==> config.mk <==
export PLATFORM = sky130hd
export DESIGN_NAME = uart_data_rx
export DESIGN_NICKNAME = d
export VERILOG_FILES = /design/src/rtl/uart_pkg.sv /design/src/rtl/uart_byte_rx.sv /design/src/rtl/uart_data_rx.sv
export SDC_FILE = /design/constraint.sdc
export NUM_CORES = 1
export LEC_CHECK = 0
export ABC_CLOCK_PERIOD_IN_PS = 5400
export BUFFER_PORTS_ARGS = -buffer_cell sky130_fd_sc_hd__buf_2
export CAP_MARGIN = 30
export CORE_UTILIZATION = 37
export DETAILED_ROUTE_END_ITERATION = 8
export SLEW_MARGIN = 20
export SYNTH_ARGS = -nofsm -noshare
export SYNTH_HDL_FRONTEND = slang
export SYNTH_SLANG_ARGS = --single-unit
==> constraint.sdc <==
create_clock -name clk -period 5.4 [get_ports clk]
set_clock_uncertainty 0.05 [all_clocks]
set_input_delay 1.08 -clock clk [delete_from_list [all_inputs] [get_ports clk]]
set_output_delay 1.08 -clock clk [all_outputs]
set_load 0.1 [all_outputs]
==> src/rtl/uart_pkg.sv <==
// Shared UART definitions used by the receive side (and by uart_data_tx).
//
// Contents:
//   CLK_FREQ   - system clock frequency in Hz (50 MHz).
//   baud_sel_e - encoding of the 3-bit baud_set input.
//   BPS_TABLE  - clock cycles per bit for each baud_set value.
//   rx_state_e - states of the byte receiver FSM.
package uart_pkg;

    localparam int unsigned CLK_FREQ = 50_000_000;

    // Wide enough for the slowest divisor (5208 at 9600 baud).
    localparam int BPS_W = 13;

    typedef enum logic [2:0] {
        BAUD_9600   = 3'd0,
        BAUD_19200  = 3'd1,
        BAUD_38400  = 3'd2,
        BAUD_57600  = 3'd3,
        BAUD_115200 = 3'd4,
        BAUD_230400 = 3'd5,
        BAUD_460800 = 3'd6,
        BAUD_921600 = 3'd7
    } baud_sel_e;

    // Divisor rounded to the nearest whole clock cycle.
    function automatic int unsigned baud_div(input int unsigned baud);
        return (CLK_FREQ + baud / 2) / baud;
    endfunction

    // Indexed directly by baud_set; resolves to 5208, 2604, 1302, 868,
    // 434, 217, 109, 54 for a 50 MHz clock.
    localparam logic [BPS_W-1:0] BPS_TABLE [8] = '{
        BPS_W'(baud_div(9600)),
        BPS_W'(baud_div(19200)),
        BPS_W'(baud_div(38400)),
        BPS_W'(baud_div(57600)),
        BPS_W'(baud_div(115200)),
        BPS_W'(baud_div(230400)),
        BPS_W'(baud_div(460800)),
        BPS_W'(baud_div(921600))
    };

    typedef enum logic [1:0] {
        RX_IDLE  = 2'd0,
        RX_START = 2'd1,
        RX_DATA  = 2'd2,
        RX_STOP  = 2'd3
    } rx_state_e;

endpackage

==> src/rtl/uart_byte_rx.sv <==
// Single-byte 8N1 receiver: input synchroniser, baud counter and byte FSM.
//
// Ports:
//   clk, reset    - system clock, synchronous active-high reset.
//   uart_rx_i     - asynchronous serial line, idles high.
//   baud_set_i    - baud select, latched only while the FSM is idle.
//   rx_byte_o     - received byte (valid while byte_valid_o is high).
//   byte_valid_o  - one-cycle pulse: byte received with a good stop bit.
//   frame_err_o   - one-cycle pulse: stop bit sampled low, byte dropped.
//   start_ok_o    - one-cycle pulse: start bit confirmed at mid-bit.
//   bps_o         - bit period currently in use, in clock cycles.
//   state_o       - byte FSM state (RX_IDLE means not busy).
module uart_byte_rx
    import uart_pkg::*;
(
    input  logic             clk,
    input  logic             reset,
    input  logic             uart_rx_i,
    input  logic [2:0]       baud_set_i,
    output logic [7:0]       rx_byte_o,
    output logic             byte_valid_o,
    output logic             frame_err_o,
    output logic             start_ok_o,
    output logic [BPS_W-1:0] bps_o,
    output rx_state_e        state_o
);

    logic             sync1_q, sync2_q, hist_q;
    logic [1:0]       prime_q;
    logic             armed_q;
    rx_state_e        state_q, state_d;
    logic [BPS_W-1:0] cnt_q, cnt_d;
    logic [BPS_W-1:0] bps_q, bps_d;
    logic [2:0]       bit_q, bit_d;
    logic [7:0]       shift_q, shift_d;
    logic             byte_valid_q, byte_valid_d;
    logic             frame_err_q, frame_err_d;
    logic             start_ok_q, start_ok_d;

    logic             fall;
    logic [BPS_W-1:0] half_m1, full_m1;

    // The synchroniser flops reset high, so right after reset sync2_q
    // does not yet reflect the pin. prime_q marks when it does; only then
    // can a high line arm start detection. A line held low through reset
    // therefore never counts as a start edge.
    assign fall    = armed_q & hist_q & ~sync2_q;
    assign half_m1 = (bps_q >> 1) - BPS_W'(1);
    assign full_m1 = bps_q - BPS_W'(1);

    always_ff @(posedge clk) begin
        if (reset) begin
            sync1_q      <= 1'b1;
            sync2_q      <= 1'b1;
            hist_q       <= 1'b1;
            prime_q      <= 2'b00;
            armed_q      <= 1'b0;
            state_q      <= RX_IDLE;
            cnt_q        <= '0;
            bps_q        <= '0;
            bit_q        <= '0;
            shift_q      <= '0;
            byte_valid_q <= 1'b0;
            frame_err_q  <= 1'b0;
            start_ok_q   <= 1'b0;
        end else begin
            sync1_q      <= uart_rx_i;
            sync2_q      <= sync1_q;
            hist_q       <= sync2_q;
            prime_q      <= {prime_q[0], 1'b1};
            armed_q      <= armed_q | (prime_q[1] & sync2_q);
            state_q      <= state_d;
            cnt_q        <= cnt_d;
            bps_q        <= bps_d;
            bit_q        <= bit_d;
            shift_q      <= shift_d;
            byte_valid_q <= byte_valid_d;
            frame_err_q  <= frame_err_d;
            start_ok_q   <= start_ok_d;
        end
    end

    always_comb begin
        state_d      = state_q;
        cnt_d        = cnt_q + BPS_W'(1);
        bps_d        = bps_q;
        bit_d        = bit_q;
        shift_d      = shift_q;
        byte_valid_d = 1'b0;
        frame_err_d  = 1'b0;
        start_ok_d   = 1'b0;

        case (state_q)
            RX_IDLE: begin
                // Tracking baud_set only here means a mid-byte change
                // takes effect from the next start bit.
                bps_d = BPS_TABLE[baud_set_i];
                cnt_d = '0;
                if (fall) begin
                    state_d = RX_START;
                    bit_d   = '0;
                end
            end
            RX_START: begin
                if (cnt_q == half_m1) begin
                    cnt_d = '0;
                    if (!sync2_q) begin
                        state_d    = RX_DATA;
                        start_ok_d = 1'b1;
                    end else begin
                        // Line back high at mid-start: a glitch, not a frame.
                        state_d = RX_IDLE;
                    end
                end
            end
            RX_DATA: begin
                if (cnt_q == full_m1) begin
                    cnt_d          = '0;
                    shift_d[bit_q] = sync2_q;
                    bit_d          = bit_q + 3'd1;
                    if (bit_q == 3'd7) begin
                        state_d = RX_STOP;
                    end
                end
            end
            RX_STOP: begin
                // Returning to idle at mid-stop re-arms start detection half
                // a bit early, which absorbs a few percent of baud error.
                if (cnt_q == full_m1) begin
                    cnt_d   = '0;
                    state_d = RX_IDLE;
                    if (sync2_q) begin
                        byte_valid_d = 1'b1;
                    end else begin
                        frame_err_d = 1'b1;
                    end
                end
            end
            default: state_d = RX_IDLE;
        endcase
    end

    assign rx_byte_o    = shift_q;
    assign byte_valid_o = byte_valid_q;
    assign frame_err_o  = frame_err_q;
    assign start_ok_o   = start_ok_q;
    assign bps_o        = bps_q;
    assign state_o      = state_q;

endmodule

==> src/rtl/uart_data_rx.sv <==
// Multi-byte UART receiver: packs DATA_WIDTH/8 consecutive 8N1 bytes into
// one word and presents it with a one-cycle rx_done pulse.
//
// Parameters:
//   DATA_WIDTH   - word width in bits, a multiple of 8.
//   MSB_FIRST    - 0: first byte lands in data[7:0];
//                  1: first byte lands in data[DATA_WIDTH-1 -: 8].
//   TIMEOUT_BITS - idle bit-times allowed between bytes of one word.
//
// Ports:
//   clk, reset - 50 MHz clock, synchronous active-high reset.
//   uart_rx    - serial input, idles high.
//   baud_set   - baud select (0=9600 .. 7=921600).
//   data       - last complete word, held until the next one completes.
//   rx_done    - one-cycle pulse when data updates.
//   frame_err  - one-cycle pulse on a bad stop bit.
//   uart_state - high while a word is being received.
module uart_data_rx
    import uart_pkg::*;
#(
    parameter int DATA_WIDTH   = 256,
    parameter int MSB_FIRST    = 0,
    parameter int TIMEOUT_BITS = 20
) (
    input  logic                  clk,
    input  logic                  reset,
    input  logic                  uart_rx,
    input  logic [2:0]            baud_set,
    output logic [DATA_WIDTH-1:0] data,
    output logic                  rx_done,
    output logic                  frame_err,
    output logic                  uart_state
);

    localparam int N     = DATA_WIDTH / 8;
    localparam int CNT_W = (N > 1) ? $clog2(N) : 1;
    localparam logic [CNT_W-1:0] LAST_IDX = CNT_W'(N - 1);

    logic [7:0]       rx_byte;
    logic             byte_valid;
    logic             byte_ferr;
    logic             start_ok;
    logic [BPS_W-1:0] bps;
    rx_state_e        byte_state;
    logic             byte_busy;

    uart_byte_rx u_byte_rx (
        .clk          (clk),
        .reset        (reset),
        .uart_rx_i    (uart_rx),
        .baud_set_i   (baud_set),
        .rx_byte_o    (rx_byte),
        .byte_valid_o (byte_valid),
        .frame_err_o  (byte_ferr),
        .start_ok_o   (start_ok),
        .bps_o        (bps),
        .state_o      (byte_state)
    );

    logic [CNT_W-1:0]      cnt_q, cnt_d;
    logic [DATA_WIDTH-1:0] shadow_q, shadow_d;
    logic [DATA_WIDTH-1:0] data_q, data_d;
    logic                  rx_done_q, rx_done_d;
    logic                  active_q, active_d;
    logic                  pending_q, pending_d;
    logic [31:0]           tmo_q, tmo_d;

    logic [CNT_W-1:0]      slot;
    logic [31:0]           tmo_limit;
    logic                  tmo_hit;

    assign byte_busy = (byte_state != RX_IDLE);
    assign slot      = (MSB_FIRST != 0) ? (LAST_IDX - cnt_q) : cnt_q;
    assign tmo_limit = 32'(TIMEOUT_BITS) * 32'(bps);
    // The gap timer only runs between bytes of a partial word and pauses
    // while a byte is being received; a start glitch resumes it.
    assign tmo_hit   = (cnt_q != '0) && !byte_busy && (tmo_q >= tmo_limit);

    always_ff @(posedge clk) begin
        if (reset) begin
            cnt_q     <= '0;
            shadow_q  <= '0;
            data_q    <= '0;
            rx_done_q <= 1'b0;
            active_q  <= 1'b0;
            pending_q <= 1'b0;
            tmo_q     <= '0;
        end else begin
            cnt_q     <= cnt_d;
            shadow_q  <= shadow_d;
            data_q    <= data_d;
            rx_done_q <= rx_done_d;
            active_q  <= active_d;
            pending_q <= pending_d;
            tmo_q     <= tmo_d;
        end
    end

    always_comb begin
        cnt_d     = cnt_q;
        shadow_d  = shadow_q;
        data_d    = data_q;
        rx_done_d = 1'b0;
        active_d  = active_q;
        pending_d = 1'b0;
        tmo_d     = tmo_q;

        // Final byte landed in the shadow last cycle: publish the word.
        if (pending_q) begin
            data_d    = shadow_q;
            rx_done_d = 1'b1;
            active_d  = 1'b0;
        end

        if (byte_valid) begin
            shadow_d[{slot, 3'b000} +: 8] = rx_byte;
            tmo_d = '0;
            if (cnt_q == LAST_IDX) begin
                cnt_d     = '0;
                pending_d = 1'b1;
            end else begin
                cnt_d = cnt_q + CNT_W'(1);
            end
        end else if (byte_ferr || tmo_hit) begin
            // Abort: drop the partial word, leave data untouched.
            cnt_d    = '0;
            active_d = 1'b0;
            tmo_d    = '0;
        end else if (cnt_q != '0 && !byte_busy) begin
            tmo_d = tmo_q + 32'd1;
        end

        if (start_ok && cnt_q == '0) begin
            active_d = 1'b1;
        end
    end

    assign data       = data_q;
    assign rx_done    = rx_done_q;
    assign frame_err  = byte_ferr;
    assign uart_state = active_q;

endmodule

---- After elaboration in Yosys (flattened, before gate mapping) ----
Memory sizes are Yosys's and may differ from the RTL's. A register that Yosys moved wholly into a read port is not among the register bits.
Index checks and enable logic that the tools add are counted.
storage, ports and cells
  register bits after elaboration ......... 587
  bits in latches ......................... 0
  memory bits (writable) .................. 0
  bits in read-only memories .............. 104
  bits of input ports ..................... 6
  memories kept ........................... 1
operators by class
  add/subtract/negate cells ............... 7
  multiply operators ...................... 1
  div/mod/pow operators ................... 0
  $lt $le $gt $ge ......................... 3
  equality and inequality tests ........... 12
  shift operators ......................... 2
  multiplexer cells ....................... 29
  bitwise operators ....................... 11
  reduce and logical (&&, ||, !) cells .... 20
memory list
  memory            words  width  read ports  clocked after Yosys merged registers in  wr ports  RTL line            text
  (name not given)  8      13     1           1                                        0         uart_byte_rx.sv:97  bps_d = BPS_TABLE[baud_set_i];
operators by type and width
  operator                                                                  count
  256-bit bitwise mux                                                       1
  8-bit by 10-bit variable shift with 256-bit output, first input constant  1
  8-bit by 10-bit indexed part select with 256-bit output                   1
  13-bit case mux with 3 select lines                                       1
  32-bit by 1-bit adder with 32-bit output, second input constant           1
  32-bit by 18-bit greater-or-equal comparator with 1-bit output            1
  13-bit equality test                                                      2
  13-bit 2-to-1 mux                                                         2
  3-bit by 13-bit multiplier with 16-bit output, first input constant       1
  5-bit 2-to-1 mux                                                          3
  13-bit by 1-bit adder with 13-bit output, second input constant           1
  12-bit by 1-bit subtractor with 13-bit output, second input constant      1
  13-bit by 1-bit subtractor with 13-bit output, second input constant      1
  2-bit 2-to-1 mux                                                          6
  1-bit 2-to-1 mux                                                          10
  2-bit by 1-bit inequality test with 1-bit output, second input constant   5
  8-bit negation with 10-bit output                                         1
  3-bit OR reduction                                                        3
  8-bit bitwise mux                                                         1
  2-bit case mux with 4 select lines                                        1
  3-bit 2-to-1 mux                                                          2
  1-bit inverter                                                            6
  3-bit case mux with 2 select lines                                        1
  2-bit nonzero test                                                        3
  other kinds (22)                                                          29

---- Depth between registers and ports, before layout ----
Gate-level depths: netlist (run 1).
  depth in word-level cells ............... 8
  gate-level depth with buffers ........... 19
  gate-level depth less buffers ........... 18

---- Modules after synthesis ----
A second synthesis (run 1) with hierarchy kept.
second synthesis, totals
  cell total of the unflattened synthesis .. 2609
  area total of the unflattened synthesis .. 24599.8 µm²
modules (own cells, without submodules)
  module        instances  cells an instance  area each (µm²)
  uart_data_rx  1          2245               21558.2
  uart_byte_rx  1          364                3041.7

---- Worst setup path after synthesis (run 1) ----
No wires, ideal clock.
  path type ............................... reg2reg
  from .................................... reg u_byte_rx.bps_q[3], in the netlist u_byte_rx.bps_o[3]
  to ...................................... reg tmo_q[0]
  setup time .............................. 0.128 ns
  data arrival time ....................... 3.979 ns
  required time ........................... 5.222 ns
  path slack .............................. 1.243 ns
  stages on the path, launching flop included .. 19
  path buffers ............................ 1
  clock period less this slack ............ 4.157 ns
  cells stage by stage .................... dfxtp_1 -> ha_1 -> ha_1 -> fa_1 -> a21o_1 -> a21oi_1 -> o21bai_1 -> a21oi_1 -> o21ai_0 -> a31oi_1 -> xor2_1 -> ha_1 -> o21a_1 -> nor2_1 -> o311a_1 -> o41a_1 -> nand3_1 -> clkbuf_1 -> nor2_1
between the ends
  cells in the longest elaborated chain, start to end .. 5
ends and longest elaborated chain
  what                                                            RTL line             text
  from (decl)                                                     uart_byte_rx.sv:33   logic [BPS_W-1:0] bps_q, bps_d;
  3-bit by 13-bit multiplier with 16-bit output                   uart_data_rx.sv:74   assign tmo_limit = 32'(TIMEOUT_BITS) * 32'(bps);
  32-bit by 18-bit greater-or-equal comparator with 1-bit output  uart_data_rx.sv:77   assign tmo_hit = (cnt_q != '0) && !byte_busy && (tmo_q >= tmo_limit);
  1-bit logical AND                                               uart_data_rx.sv:77
  1-bit logical OR                                                uart_data_rx.sv:124  end else if (byte_ferr || tmo_hit) begin
  3-bit OR reduction (no source line)                             n/a
  to (signal assigned)                                            uart_data_rx.sv:95   tmo_q <= tmo_d;
  to (decl)                                                       uart_data_rx.sv:66   logic [31:0] tmo_q, tmo_d;
Every way passes these cells.
A chain may end at the register's enable or synchronous reset.

---- Worst setup path in the final report (run 1) ----
  from .................................... reg u_byte_rx.bps_q[2], in the netlist u_byte_rx.bps_o[2]
  to ...................................... reg tmo_q[9]
The elaborated chain is that of the path after synthesis.

==> results of run 1 <==
[per-layer routing]
layer | up-vias | track usage (%)
met4 | 0 | 5.95
li1 | 9209 | -
met1 | 9095 | 25.9
met2 | 465 | 33.5
met5 | - | 0
met3 | 87 | 4.51
[how the worst max path moves through the flow]
stage / startpoint / endpoint / slack (ns)
floorplan: u_byte_rx.bps_o[3]$_SDFFE_PP0P_ / tmo_q[0]$_SDFFE_PP0P_ / 1.24
CTS: u_byte_rx.bps_o[1]$_SDFFE_PP0P_ / tmo_q[1]$_SDFFE_PP0P_ / 0.76
detailed placement: u_byte_rx.bps_o[1]$_SDFFE_PP0P_ / tmo_q[17]$_SDFFE_PP0P_ / 0.79
finish: u_byte_rx.bps_o[2]$_SDFFE_PP0P_ / tmo_q[9]$_SDFFE_PP0P_ / 0.77
global placement: u_byte_rx.bps_o[1]$_SDFFE_PP0P_ / tmo_q[7]$_SDFFE_PP0P_ / 0.90
global route: u_byte_rx.bps_o[2]$_SDFFE_PP0P_ / tmo_q[13]$_SDFFE_PP0P_ / 0.36
[worst max-delay path, stage by stage, from the launching register on]
cell and delay [ns]:
dfxtp_1 0.54, ha_1 0.33, fa_1 0.47, a21o_1 0.17, a21oi_1 0.21, o21bai_1 0.09
a21oi_1 0.26, o21ai_0 0.15, nand2_1 0.08, a2bb2oi_1 0.19, ha_1 0.27, a2111oi_0 0.57
nand3_1 0.13, a211oi_1 0.23, o41a_1 0.29, nand3_1 0.11, buf_4 0.26, nor2_1 0.14
[kinds of logic (layout without fill, tap and decap cells)]
group / count (synthesis) / in the layout
buf+inv: 182 / 438
simple gates: 952 / 952
fa+ha+maj: 59 / 59
compound gates: 293 / 293
mux: 425 / 425
flops: 600 / 600
xor+xnor: 79 / 79
[per-stage QoR]
stage	hold slack, ns	utilization, %	setup slack [ns]
6_report	0.358	44.2	0.772
5_1_grt	0.386	44.2	0.356
4_1_cts	0.363	44.1	0.758
3_5_place_dp	0.349	40.6	0.787
3_3_place_gp	0.353	40.5	0.896
2_1_floorplan	0.339	-	1.24
[report_power, final]
group          internal [W]  switching (W)  leakage [nW]  total [W]
registers           0.00443      0.0000166          4.83    0.00445
clock network       0.00278        0.00186          1.12    0.00464
logic             0.0000853       0.000183          4.68   0.000268
total               0.00730        0.00206          10.6    0.00936
[state kept, by name (all words and copies together), names as in the netlist, 2 cells and up, named ones only]
register and flops:
u_byte_rx.bit_q 3, u_byte_rx.prime_q 2, u_byte_rx.rx_byte_o 8, data 256, tmo_q 32, u_byte_rx.bps_o 13
u_byte_rx.cnt_q 13, shadow_q 256, cnt_q 5
[cell usage in the layout (no fill, tap or decap), types with 5 or more instances in the layout]
| cell type | instances |
|---|---|
| a21oi_1 | 123 |
| clkinv_2 | 8 |
| or2_2 | 7 |
| nor2_1 | 585 |
| o41ai_1 | 6 |
| xor2_1 | 40 |
| o21ai_0 | 101 |
| xnor2_1 | 37 |
| a21o_1 | 7 |
| mux2i_1 | 425 |
| clkbuf_16 | 69 |
| and3_1 | 14 |
| buf_4 | 19 |
| buf_2 | 263 |
| nand3b_1 | 5 |
| ha_1 | 58 |
| nand3_1 | 35 |
| nor3_1 | 52 |
| nor3b_1 | 7 |
| o211ai_1 | 5 |
| or3_1 | 5 |
| nand2_1 | 171 |
| a31oi_1 | 9 |
| inv_1 | 28 |
| nor4_1 | 5 |
| and2_1 | 14 |
| clkbuf_1 | 12 |
| clkbuf_8 | 20 |
| nor2b_1 | 9 |
| dfxtp_1 | 599 |
| nand4_1 | 15 |
| nand2b_1 | 5 |
| a211oi_1 | 7 |
[final cells by class]
type / count / area (um^2)
Multi-Input combinational cell: 1808 / 11400
Fill cell: 6197 / 36000
Clock inverter: 19 / 220
Timing Repair Buffer: 289 / 1580
Clock buffer: 101 / 2050
Inverter: 29 / 109
Tap cell: 855 / 1070
Sequential cell: 600 / 12000
==> metrics.txt, run 1 <==
# TYPE chip_impl_metric gauge
chip_impl_info{name="worst_hold_startpoint",value="u_byte_rx.sync1_q$_SDFF_PP1_"} 1
chip_impl_metric{name="post_dp_cell_area",unit="um^2"} 26200
chip_impl_info{name="end_kind",value="flip-flop"} 1
chip_impl_metric{name="post_cts_buffers",unit=""} 0
chip_impl_metric{name="ctsHtreeMaxLevel",unit=""} 3
chip_impl_metric{name="initial_utilization",unit="%"} 37.4
chip_impl_metric{name="synth-compound-area-share",unit="%"} 7.03
chip_impl_metric{name="slew_of_the_pin_with_the_lowest_slew_margin",unit="ns"} 1.07
chip_impl_metric{name="buffer_ports.inserted",unit=""} 264
chip_impl_metric{name="vdd_ir_drop_max",unit="mV"} 0.194
chip_impl_metric{name="final_period_minus_worst_setup_slack",unit="ns"} 4.63
chip_impl_metric{name="final_wtd_congestion",unit=""} 0.850
chip_impl_info{name="synth_cell_count_leaders",value="600 x dfxtp_1, 586 x nor2_1, 425 x mux2i_1"} 1
chip_impl_metric{name="cts_buffers",unit=""} 68
chip_impl_info{name="synthMostInstantiatedCell",value="dfxtp_1"} 1
chip_impl_metric{name="chipWidth",unit="um"} 257
chip_impl_info{name="topRoutingLayerUsed",value="met4"} 1
chip_impl_metric{name="cts_hold_buffers",unit=""} 0
chip_impl_info{name="netlist.top_cell.by_area",value="dfxtp_1"} 1
chip_impl_metric{name="routed_wire_length_per_instance",unit="um"} 18.3
chip_impl_metric{name="totalWireLength",unit="mm"} 67.9
chip_impl_info{name="post_synth_main_area_contributors",value="dfxtp_1 50%, mux2i_1 18%, nor2_1 9.1%"} 1
chip_impl_metric{name="power_density",unit="nW/um^2"} 329
chip_impl_metric{name="synth.top_cell.area_share",unit="%"} 49.8
chip_impl_metric{name="ff2ff_setup_slack",unit="ns"} 0.77
chip_impl_metric{name="finalNetCount",unit=""} 2861
chip_impl_info{name="tritoncts",value="yes"} 1
chip_impl_metric{name="grt_start_max_net_pins",unit=""} 241
chip_impl_info{name="hold_path_end",value="u_byte_rx.sync2_q$_SDFF_PP1_"} 1
chip_impl_metric{name="dp.cells",unit=""} 3574
chip_impl_metric{name="reg2regPathDepth",unit=""} 17
chip_impl_info{name="min_path_type",value="reg2reg"} 1
chip_impl_metric{name="chipHeight",unit="um"} 257
chip_impl_metric{name="yosys.area_share.xor_xnor",unit="%"} 2.87
chip_impl_metric{name="dieArea",unit="um^2"} 66300
chip_impl_metric{name="core.rowCount",unit=""} 93
chip_impl_info{name="synthFlopType",value="dfxtp_1"} 1
chip_impl_metric{name="total_power",unit="W"} 0.00936
chip_impl_info{name="unrepaired_setup_endpoints_after_global_routing",value="no"} 1
chip_impl_metric{name="yosysWarnings",unit=""} 0
chip_impl_metric{name="post-dp-hpwl",unit="mm"} 46.4
chip_impl_metric{name="crit_path_max_fanout",unit=""} 32
chip_impl_metric{name="synth_simple_gate_area_share",unit="%"} 16.7
chip_impl_metric{name="synth-seq-area-share",unit="%"} 49.8
chip_impl_info{name="cp-start-kind",value="flip-flop"} 1
chip_impl_metric{name="route.layer.met1.wl",unit="mm"} 30.2
chip_impl_metric{name="antenna_left",unit=""} 0
chip_impl_metric{name="timing.final.hold_violations",unit=""} 0
chip_impl_metric{name="syn-cell-area",unit="um^2"} 24100
chip_impl_metric{name="cts_resized",unit=""} 0
chip_impl_metric{name="met2WireLength",unit="mm"} 32.2
chip_impl_metric{name="clock_latency",unit="ns"} 0.60
chip_impl_metric{name="cp_data_required_time",unit="ns"} 5.89
chip_impl_metric{name="number_of_enable_type_register_cells_in_the_synthesized_netlist",unit=""} 0
chip_impl_metric{name="max-cap-violations",unit=""} 0
chip_impl_info{name="status",value="finished, final reports clean"} 1
chip_impl_metric{name="synth_fp_nets",unit=""} 2655
chip_impl_metric{name="synth_area_per_cell",unit="um^2"} 9.32
chip_impl_info{name="reg2reg_from",value="u_byte_rx.bps_o[2]$_SDFFE_PP0P_"} 1
chip_impl_metric{name="post_synth_fa_ha_maj_area_fraction",unit="%"} 3.09
chip_impl_metric{name="leakage_power",unit="nW"} 10.6
chip_impl_metric{name="final.setup.tns",unit="ns"} 0
chip_impl_metric{name="layoutNonFillerInstCount",unit=""} 3701
chip_impl_metric{name="num_antenna_cells",unit=""} 0
chip_impl_metric{name="maxSlewHeadroom",unit="%"} 29.0
chip_impl_info{name="rr_endpoint",value="tmo_q[9]$_SDFFE_PP0P_"} 1
chip_impl_metric{name="max-clock-path-buffers",unit=""} 3
chip_impl_metric{name="drt_iter0_markers",unit=""} 1346
chip_impl_metric{name="final_layout_size_suffix_gt1_share",unit="%"} 14.9
chip_impl_metric{name="synth.ff_latch_count",unit=""} 600
chip_impl_metric{name="antenna_found_initial",unit=""} 1
chip_impl_metric{name="final-setup-viol-count",unit=""} 0
chip_impl_metric{name="global_route_wire_length_before_repair",unit="mm"} 106
chip_impl_metric{name="slew_viol_final",unit=""} 0
chip_impl_info{name="clock-root-buffer",value="clkbuf_16"} 1
chip_impl_metric{name="clk_pin_slew",unit="ns"} 0.06
chip_impl_metric{name="fp.coreArea",unit="um^2"} 64500
chip_impl_metric{name="via_per_inst",unit=""} 5.09
chip_impl_metric{name="final.period_utilization",unit="%"} 85.7
chip_impl_metric{name="synthesized_instance_count",unit=""} 2590
chip_impl_metric{name="clock_sinks",unit=""} 600
chip_impl_metric{name="post_route_cell_area",unit="um^2"} 28500
chip_impl_metric{name="wl_met3",unit="mm"} 3.96
chip_impl_metric{name="vias",unit=""} 18900
chip_impl_metric{name="clock.fmax",unit="GHz"} 0.216
chip_impl_metric{name="grt_overflow_total",unit=""} 0
chip_impl_metric{name="area_delta_synth_final",unit="%"} 18.0
chip_impl_metric{name="io_pins",unit=""} 265
chip_impl_metric{name="crit_arrival",unit="ns"} 5.12
chip_impl_metric{name="drt-pass1-iter-count",unit=""} 5
chip_impl_metric{name="post-route-drc-count",unit=""} 0
chip_impl_metric{name="grt_pass1_vias",unit=""} 18100
chip_impl_metric{name="synthMuxAreaShare",unit="%"} 17.6
chip_impl_metric{name="min_path_cells",unit=""} 1
chip_impl_metric{name="total_track_usage",unit="%"} 20.1
chip_impl_metric{name="synth.lib_cells_used.distinct",unit=""} 69
chip_impl_metric{name="async_set_or_reset_register_ratio_after_synthesis",unit="%"} 0
chip_impl_info{name="dominant_combinational_cell_family_by_area_after_synthesis",value="multiplexers"} 1
chip_impl_info{name="path_class",value="reg2reg"} 1
(Power assumes the default switching activity.)
==> run 2, diff against run 1 <==
--- a/config.mk
+++ b/config.mk
@@ -5,7 +5,7 @@
 export SDC_FILE = /design/constraint.sdc
 export NUM_CORES = 1
 export LEC_CHECK = 0
-export ABC_CLOCK_PERIOD_IN_PS = 5400
+export ABC_CLOCK_PERIOD_IN_PS = 4700
 export BUFFER_PORTS_ARGS = -buffer_cell sky130_fd_sc_hd__buf_2
 export CAP_MARGIN = 30
 export CORE_UTILIZATION = 37
==> constraint.sdc (replaced) <==
create_clock -name clk -period 4.7 [get_ports clk]
set_clock_uncertainty 0.05 [all_clocks]
set_input_delay 0.94 -clock clk [delete_from_list [all_inputs] [get_ports clk]]
set_output_delay 0.94 -clock clk [all_outputs]
set_load 0.1 [all_outputs]
==> run 2 against run 1 <==
Compared with the run above:
- via count hardly changed
- fmax rose by 3.7%
- critical path depth grew 2
- clock power is 14% higher
- sequential power is 15% higher
- register-to-register slack got worse by 0.53 ns
- first-iteration DRC count is 7.4% lower
- global-route usage is essentially flat
- sequential cell count unchanged
- hold slack better by 0.029 ns
- critical path type unchanged
==> metrics.txt, run 2 (synthesis gave the netlist of run 1 again) <==
# TYPE chip_impl_metric gauge
chip_impl_info{name="status",value="finished, final reports clean"} 1
chip_impl_metric{name="total_track_usage",unit="%"} 20.2
chip_impl_metric{name="vias",unit=""} 18800
chip_impl_metric{name="initial_utilization",unit="%"} 37.4
chip_impl_info{name="clock-root-buffer",value="clkbuf_16"} 1
chip_impl_metric{name="final.setup.tns",unit="ns"} 0
chip_impl_metric{name="clock_sinks",unit=""} 600
chip_impl_metric{name="final_period_minus_worst_setup_slack",unit="ns"} 4.46
chip_impl_metric{name="ff2ff_setup_slack",unit="ns"} 0.24
chip_impl_info{name="min_path_type",value="reg2reg"} 1
chip_impl_metric{name="clk_pin_slew",unit="ns"} 0.06
chip_impl_metric{name="ctsHtreeMaxLevel",unit=""} 3
chip_impl_metric{name="antenna_found_initial",unit=""} 0
chip_impl_metric{name="vdd_ir_drop_max",unit="mV"} 0.227
chip_impl_metric{name="core.rowCount",unit=""} 93
chip_impl_metric{name="cp_data_required_time",unit="ns"} 5.20
chip_impl_metric{name="final.period_utilization",unit="%"} 94.9
chip_impl_metric{name="via_per_inst",unit=""} 5.07
chip_impl_info{name="worst_hold_startpoint",value="u_byte_rx.sync1_q$_SDFF_PP1_"} 1
chip_impl_info{name="reg2reg_from",value="u_byte_rx.bps_o[1]$_SDFFE_PP0P_"} 1
chip_impl_metric{name="post-dp-hpwl",unit="mm"} 47.0
chip_impl_metric{name="drt_iter0_markers",unit=""} 1247
chip_impl_metric{name="cts_hold_buffers",unit=""} 0
chip_impl_metric{name="post-route-drc-count",unit=""} 0
chip_impl_info{name="setup.worst_path.start",value="u_byte_rx.bps_o[1]$_SDFFE_PP0P_"} 1
chip_impl_metric{name="worst_path_largest_cell_delay",unit="ns"} 0.43
chip_impl_metric{name="leakage_power",unit="nW"} 10.7
chip_impl_info{name="critPathSlowestCell",value="dfxtp_1"} 1
chip_impl_metric{name="final-setup-viol-count",unit=""} 0
chip_impl_metric{name="max-clock-path-buffers",unit=""} 3
chip_impl_metric{name="chipHeight",unit="um"} 257
chip_impl_metric{name="buffer_ports.inserted",unit=""} 264
chip_impl_metric{name="totalWireLength",unit="mm"} 68.3
chip_impl_info{name="rr_endpoint",value="tmo_q[18]$_SDFFE_PP0P_"} 1
chip_impl_metric{name="reg2regPathDepth",unit=""} 19
chip_impl_metric{name="post_route_cell_area",unit="um^2"} 28600
chip_impl_info{name="cp-endpoint",value="tmo_q[18]$_SDFFE_PP0P_"} 1
chip_impl_metric{name="final_layout_size_suffix_gt1_share",unit="%"} 15.4
chip_impl_metric{name="num_antenna_cells",unit=""} 0
chip_impl_metric{name="grt_start_max_net_pins",unit=""} 193
chip_impl_metric{name="slew_of_the_pin_with_the_lowest_slew_margin",unit="ns"} 1.01
chip_impl_info{name="path_class",value="reg2reg"} 1
chip_impl_info{name="end_kind",value="flip-flop"} 1
chip_impl_metric{name="clock_latency",unit="ns"} 0.62
chip_impl_metric{name="fin_worst_hold_slack",unit="ns"} 0.387
chip_impl_metric{name="max-cap-violations",unit=""} 0
chip_impl_metric{name="maxSlewHeadroom",unit="%"} 32.5
chip_impl_metric{name="dieArea",unit="um^2"} 66300
chip_impl_info{name="tritoncts",value="yes"} 1
chip_impl_metric{name="routed_wire_length_per_instance",unit="um"} 18.4
chip_impl_info{name="layout.cells.most_common_list",value="599 x dfxtp_1, 586 x nor2_1, 425 x mux2i_1"} 1
chip_impl_metric{name="antenna_left",unit=""} 0
chip_impl_metric{name="finalNetCount",unit=""} 2878
chip_impl_metric{name="post_dp_cell_area",unit="um^2"} 26300
chip_impl_metric{name="final_wtd_congestion",unit=""} 0.877
chip_impl_metric{name="crit_arrival",unit="ns"} 4.96
chip_impl_info{name="cp_common_cell",value="ha_1"} 1
chip_impl_metric{name="global_route_wire_length_before_repair",unit="mm"} 106
chip_impl_metric{name="clock.fmax",unit="GHz"} 0.224
chip_impl_info{name="timing.critical_path.cells",value="ha_1, ha_1, fa_1, a21o_1, a21oi_1, o21bai_1, a21oi_2, o21ai_0, a31oi_1, xor2_1, ha_1, a211o_1, a21oi_1, nand3_1, a211oi_1, o41a_1, nand3_1, buf_4, nor2_1"} 1
chip_impl_metric{name="crit_path_max_fanout",unit=""} 24
chip_impl_metric{name="grt_overflow_total",unit=""} 0
chip_impl_metric{name="timing.final.hold_violations",unit=""} 0
chip_impl_metric{name="drt-pass1-iter-count",unit=""} 5
chip_impl_metric{name="cts_buffers",unit=""} 67
chip_impl_metric{name="pre_cts_ws",unit="ns"} 0.158
chip_impl_metric{name="chipWidth",unit="um"} 257
chip_impl_metric{name="grt_pass1_vias",unit=""} 18400
chip_impl_info{name="cp-start-kind",value="flip-flop"} 1
chip_impl_metric{name="fp.coreArea",unit="um^2"} 64500
chip_impl_metric{name="io_pins",unit=""} 265
chip_impl_metric{name="setup_slack_of_the_critical_path_after_layout",unit="ns"} 0.238
chip_impl_metric{name="area_delta_synth_final",unit="%"} 18.5
chip_impl_metric{name="slew_viol_final",unit=""} 0
chip_impl_metric{name="total_power",unit="W"} 0.0107
chip_impl_info{name="layout_commonest_cell",value="dfxtp_1"} 1
chip_impl_metric{name="power_density",unit="nW/um^2"} 374
==> run 2: cell count changes in the layout (fill, tap and decap cells not counted), sizes merged <==
cell      change
clkinvlp      +1
buf          +17
clkbuf        -8
bufinv        +1
clkinv        +3
==> run 2: per-layer routing <==
metal	up-vias	track usage [%]	wire length [um]
li1	9218	-	-
met1	9070	25.8	30100
met2	449	33.5	32300
met3	107	4.66	4360
met4	0	6.41	1590
met5	-	0	0
==> run 2: how the worst min path moves through the flow <==
stage	endpoint	cells past startpoint
2_1_floorplan	u_byte_rx.sync2_q$_SDFF_PP1_	1
3_3_place_gp	u_byte_rx.sync2_q$_SDFF_PP1_	1
3_5_place_dp	u_byte_rx.sync2_q$_SDFF_PP1_	1
4_1_cts	u_byte_rx.sync2_q$_SDFF_PP1_	1
5_1_grt	u_byte_rx.sync2_q$_SDFF_PP1_	1
6_report	u_byte_rx.sync2_q$_SDFF_PP1_	1
==> run 2: power breakdown <==
group / switching, W / internal [W] / leakage [nW]
logic: 0.000212 / 0.000103 / 4.78
clock network: 0.00217 / 0.00311 / 1.09
registers: 0.0000122 / 0.00509 / 4.83
==> run 2: stage by stage <==
| stage | utilization [%] | cells |
|---|---|---|
| after floorplan | - | 2590 |
| after global placement | 40.8 | 3592 |
| after detailed placement | 40.8 | 3593 |
| after CTS | 44.3 | 3709 |
| after global routing | 44.4 | 3715 |
| final | 44.4 | 3715 |
==> run 2: repair_timing <==
action,4_1_cts,5_1_grt
setup buffers,0,2
setup endpoints to repair,0,36
gates resized for setup,0,3
==> run 2: critical path: cells and delay by family (launching register included) <==
family	cells	cell delay [ns]
AOI/OAI and AO/OA	10	1.88
DFF	1	0.43
xor gates and xnor gates	1	0.19
and+or+nand+nor	3	0.37
adders and majority gates	4	1.19
buffers and inverters	1	0.26
==> run 2: cell type report <==
cell class / count / area (um^2)
clock buffer: 92 / 1920
clock inverter: 24 / 309
fill: 6275 / 35900
inverter: 29 / 109
multi-input combinational: 1808 / 11400
sequential: 600 / 12000
tap: 855 / 1070
timing repair buffer: 307 / 1730
==> run 3, diff against run 2 <==
--- a/config.mk
+++ b/config.mk
@@ -9,6 +9,7 @@
 export BUFFER_PORTS_ARGS = -buffer_cell sky130_fd_sc_hd__buf_2
 export CAP_MARGIN = 30
 export CORE_UTILIZATION = 37
+export CTS_BUF_LIST = sky130_fd_sc_hd__clkbuf_8
 export DETAILED_ROUTE_END_ITERATION = 8
 export SLEW_MARGIN = 20
 export SYNTH_ARGS = -nofsm -noshare
==> run 3 against run 2 <==
Compared with the run above:
- sequential share of layout area rose by 0.13 points
- sequential cell count did not move
- first-iteration DRC count fell by 3.7%
- largest power group is now registers
- critical endpoint is now tmo_q[19]$_SDFFE_PP0P_
- clock-buffer cell count rose by 39
- largest cell class unchanged
- die area did not move
==> metrics.txt, run 3 (synthesis gave the netlist of run 1 again) <==
# TYPE chip_impl_metric gauge
chip_impl_metric{name="leakage_power",unit="nW"} 10.9
chip_impl_metric{name="final_layout_size_suffix_gt1_share",unit="%"} 16.4
chip_impl_metric{name="final.period_utilization",unit="%"} 94.2
chip_impl_metric{name="max-clock-path-buffers",unit=""} 3
chip_impl_metric{name="multi_input_comb_area",unit="um^2"} 11400
chip_impl_metric{name="antenna_left",unit=""} 0
chip_impl_metric{name="clock_sinks",unit=""} 600
chip_impl_metric{name="n_fill_cell",unit=""} 6309
chip_impl_metric{name="chipWidth",unit="um"} 257
chip_impl_info{name="status",value="finished, final reports clean"} 1
chip_impl_metric{name="ff2ff_setup_slack",unit="ns"} 0.27
chip_impl_metric{name="grt_overflow_total",unit=""} 0
chip_impl_info{name="path_class",value="reg2reg"} 1
chip_impl_metric{name="finalNetCount",unit=""} 2912
chip_impl_info{name="unrepaired_setup_endpoints_after_global_routing",value="no"} 1
chip_impl_metric{name="via_per_inst",unit=""} 5.02
chip_impl_metric{name="crit_path_max_fanout",unit=""} 24
chip_impl_metric{name="cts_buffers",unit=""} 101
chip_impl_info{name="cp-start-kind",value="flip-flop"} 1
chip_impl_metric{name="slew_viol_final",unit=""} 0
chip_impl_metric{name="drt-pass1-iter-count",unit=""} 9
chip_impl_info{name="hold_path_end",value="u_byte_rx.sync2_q$_SDFF_PP1_"} 1
chip_impl_metric{name="core.rowCount",unit=""} 93
chip_impl_metric{name="routed_wire_length_per_instance",unit="um"} 18.2
chip_impl_metric{name="drt_iter0_markers",unit=""} 1201
chip_impl_metric{name="clock_latency",unit="ns"} 0.73
chip_impl_metric{name="power_density",unit="nW/um^2"} 359
chip_impl_info{name="layout_commonest_cell",value="dfxtp_1"} 1
chip_impl_info{name="critPathSlowestCell",value="dfxtp_1"} 1
chip_impl_metric{name="pre_cts_ws",unit="ns"} 0.158
chip_impl_metric{name="totalWireLength",unit="mm"} 68.8
chip_impl_metric{name="setup_slack_of_the_critical_path_after_layout",unit="ns"} 0.274
chip_impl_metric{name="total_track_usage",unit="%"} 20.3
chip_impl_metric{name="antenna_found_initial",unit=""} 1
chip_impl_metric{name="post_route_cell_area",unit="um^2"} 28500
chip_impl_metric{name="layout.area.seq",unit="um^2"} 12000
chip_impl_metric{name="vias",unit=""} 19000
chip_impl_metric{name="slew_of_the_pin_with_the_lowest_slew_margin",unit="ns"} 0.990
chip_impl_metric{name="final_period_minus_worst_setup_slack",unit="ns"} 4.43
chip_impl_info{name="tritoncts",value="yes"} 1
chip_impl_metric{name="chipHeight",unit="um"} 257
chip_impl_metric{name="io_pins",unit=""} 265
chip_impl_metric{name="worst_path_largest_cell_delay",unit="ns"} 0.42
chip_impl_metric{name="ctsHtreeMaxLevel",unit=""} 3
chip_impl_metric{name="vdd_ir_drop_max",unit="mV"} 0.228
chip_impl_metric{name="buffer_ports.inserted",unit=""} 264
chip_impl_metric{name="final_wtd_congestion",unit=""} 0.877
chip_impl_metric{name="min_path_cells",unit=""} 1
chip_impl_metric{name="timing.final.hold_violations",unit=""} 0
chip_impl_metric{name="grt_start_max_net_pins",unit=""} 193
chip_impl_metric{name="clk_pin_slew",unit="ns"} 0.06
chip_impl_metric{name="reg2regPathDepth",unit=""} 19
chip_impl_metric{name="initial_utilization",unit="%"} 37.4
chip_impl_info{name="timing.critical_path.cells",value="ha_1, ha_1, fa_1, a21o_1, a21oi_1, o21bai_1, a21oi_2, o21ai_0, a31oi_1, xor2_1, ha_1, a211o_1, a21oi_1, nand3_1, a211oi_1, o41a_1, nand3_1, buf_4, nor2_1"} 1
chip_impl_metric{name="post_dp_cell_area",unit="um^2"} 26300
chip_impl_info{name="clock-root-buffer",value="clkbuf_8"} 1
chip_impl_info{name="layout.cells.most_common_list",value="598 x dfxtp_1, 586 x nor2_1, 425 x mux2i_1"} 1
chip_impl_info{name="min_path_type",value="reg2reg"} 1
chip_impl_metric{name="timing.critical_path.buf_inv",unit=""} 1
chip_impl_metric{name="grt_pass1_vias",unit=""} 18700
chip_impl_info{name="rr_endpoint",value="tmo_q[19]$_SDFFE_PP0P_"} 1
chip_impl_metric{name="maxSlewHeadroom",unit="%"} 33.7
chip_impl_metric{name="final-setup-viol-count",unit=""} 0
chip_impl_info{name="end_kind",value="flip-flop"} 1
chip_impl_metric{name="dieArea",unit="um^2"} 66300
chip_impl_info{name="reg2reg_from",value="u_byte_rx.bps_o[1]$_SDFFE_PP0P_"} 1
chip_impl_metric{name="total_power",unit="W"} 0.0102
chip_impl_metric{name="max-cap-violations",unit=""} 0
chip_impl_info{name="cp_common_cell",value="ha_1"} 1
chip_impl_info{name="crit_family",value="compound AO/OA/AOI/OAI gates"} 1
chip_impl_metric{name="fp.coreArea",unit="um^2"} 64500
chip_impl_metric{name="crit_arrival",unit="ns"} 5.01
chip_impl_metric{name="final.setup.tns",unit="ns"} 0
chip_impl_metric{name="post-route-drc-count",unit=""} 0
chip_impl_metric{name="area_delta_synth_final",unit="%"} 18.2
chip_impl_metric{name="post-dp-hpwl",unit="mm"} 47.0
chip_impl_metric{name="clock.fmax",unit="GHz"} 0.226
chip_impl_metric{name="cp_data_required_time",unit="ns"} 5.28
chip_impl_metric{name="global_route_wire_length_before_repair",unit="mm"} 106
chip_impl_info{name="worst_hold_startpoint",value="u_byte_rx.sync1_q$_SDFF_PP1_"} 1
## run 3: cell type report
class                           instances  area share [%]
Inverter                               29           0.382
Timing Repair Buffer                  307            6.08
Antenna cell                            1         0.00877
Clock inverter                         54            1.19
Clock buffer                          131            6.32
Sequential cell                       600            42.1
Multi-Input combinational cell       1808            40.1
Tap cell                              855            3.75
## run 3: worst register-to-register path, stage by stage, from the launching register on
cell,delay (ns)
dfxtp_1,0.42
ha_1,0.27
ha_1,0.23
fa_1,0.42
a21o_1,0.19
a21oi_1,0.22
o21bai_1,0.12
a21oi_2,0.20
o21ai_0,0.14
a31oi_1,0.22
xor2_1,0.19
ha_1,0.26
a211o_1,0.29
a21oi_1,0.11
nand3_1,0.09
a211oi_1,0.19
o41a_1,0.24
nand3_1,0.14
buf_4,0.26
nor2_1,0.13
## run 3: what timing repair did
action                     in CTS  in global routing
setup endpoints to repair       0                 35
setup buffers                   0                  2
hold buffers                    0                  0
gates resized for setup         0                  4
## run 3: per-stage QoR
step	util (%)	std cells	hold slack, ns
floorplan	-	2590	0.339
global placement	40.8	3592	0.356
detailed placement	40.8	3593	0.346
CTS	44.1	3778	0.350
global route	44.2	3785	0.373
finish	44.2	3785	0.367
## run 3: per-layer routing
layer	vias to the layer above	wire length [um]	GRT usage [%]
li1	9308	-	-
met3	98	4350	4.95
met2	488	32300	33.3
met5	-	0	0
met4	0	1580	6.84
met1	9105	30600	25.8
## run 3: where the power goes
group          switching [W]  internal [W]  total [W]
combinational       0.000213      0.000103   0.000316
clock                0.00215       0.00267    0.00482
sequential         0.0000121       0.00510    0.00511
total                0.00237       0.00787     0.0102
## run 3: how the worst max path moves through the flow
stage,endpoint,cells past startpoint,from
after global placement,tmo_q[27]$_SDFFE_PP0P_,18,u_byte_rx.bps_o[1]$_SDFFE_PP0P_
after detailed placement,tmo_q[16]$_SDFFE_PP0P_,18,u_byte_rx.bps_o[1]$_SDFFE_PP0P_
final,tmo_q[19]$_SDFFE_PP0P_,19,u_byte_rx.bps_o[1]$_SDFFE_PP0P_
after floorplan,tmo_q[0]$_SDFFE_PP0P_,18,u_byte_rx.bps_o[3]$_SDFFE_PP0P_
after global routing,tmo_q[19]$_SDFFE_PP0P_,19,u_byte_rx.bps_o[1]$_SDFFE_PP0P_
after CTS,tmo_q[19]$_SDFFE_PP0P_,18,u_byte_rx.bps_o[1]$_SDFFE_PP0P_
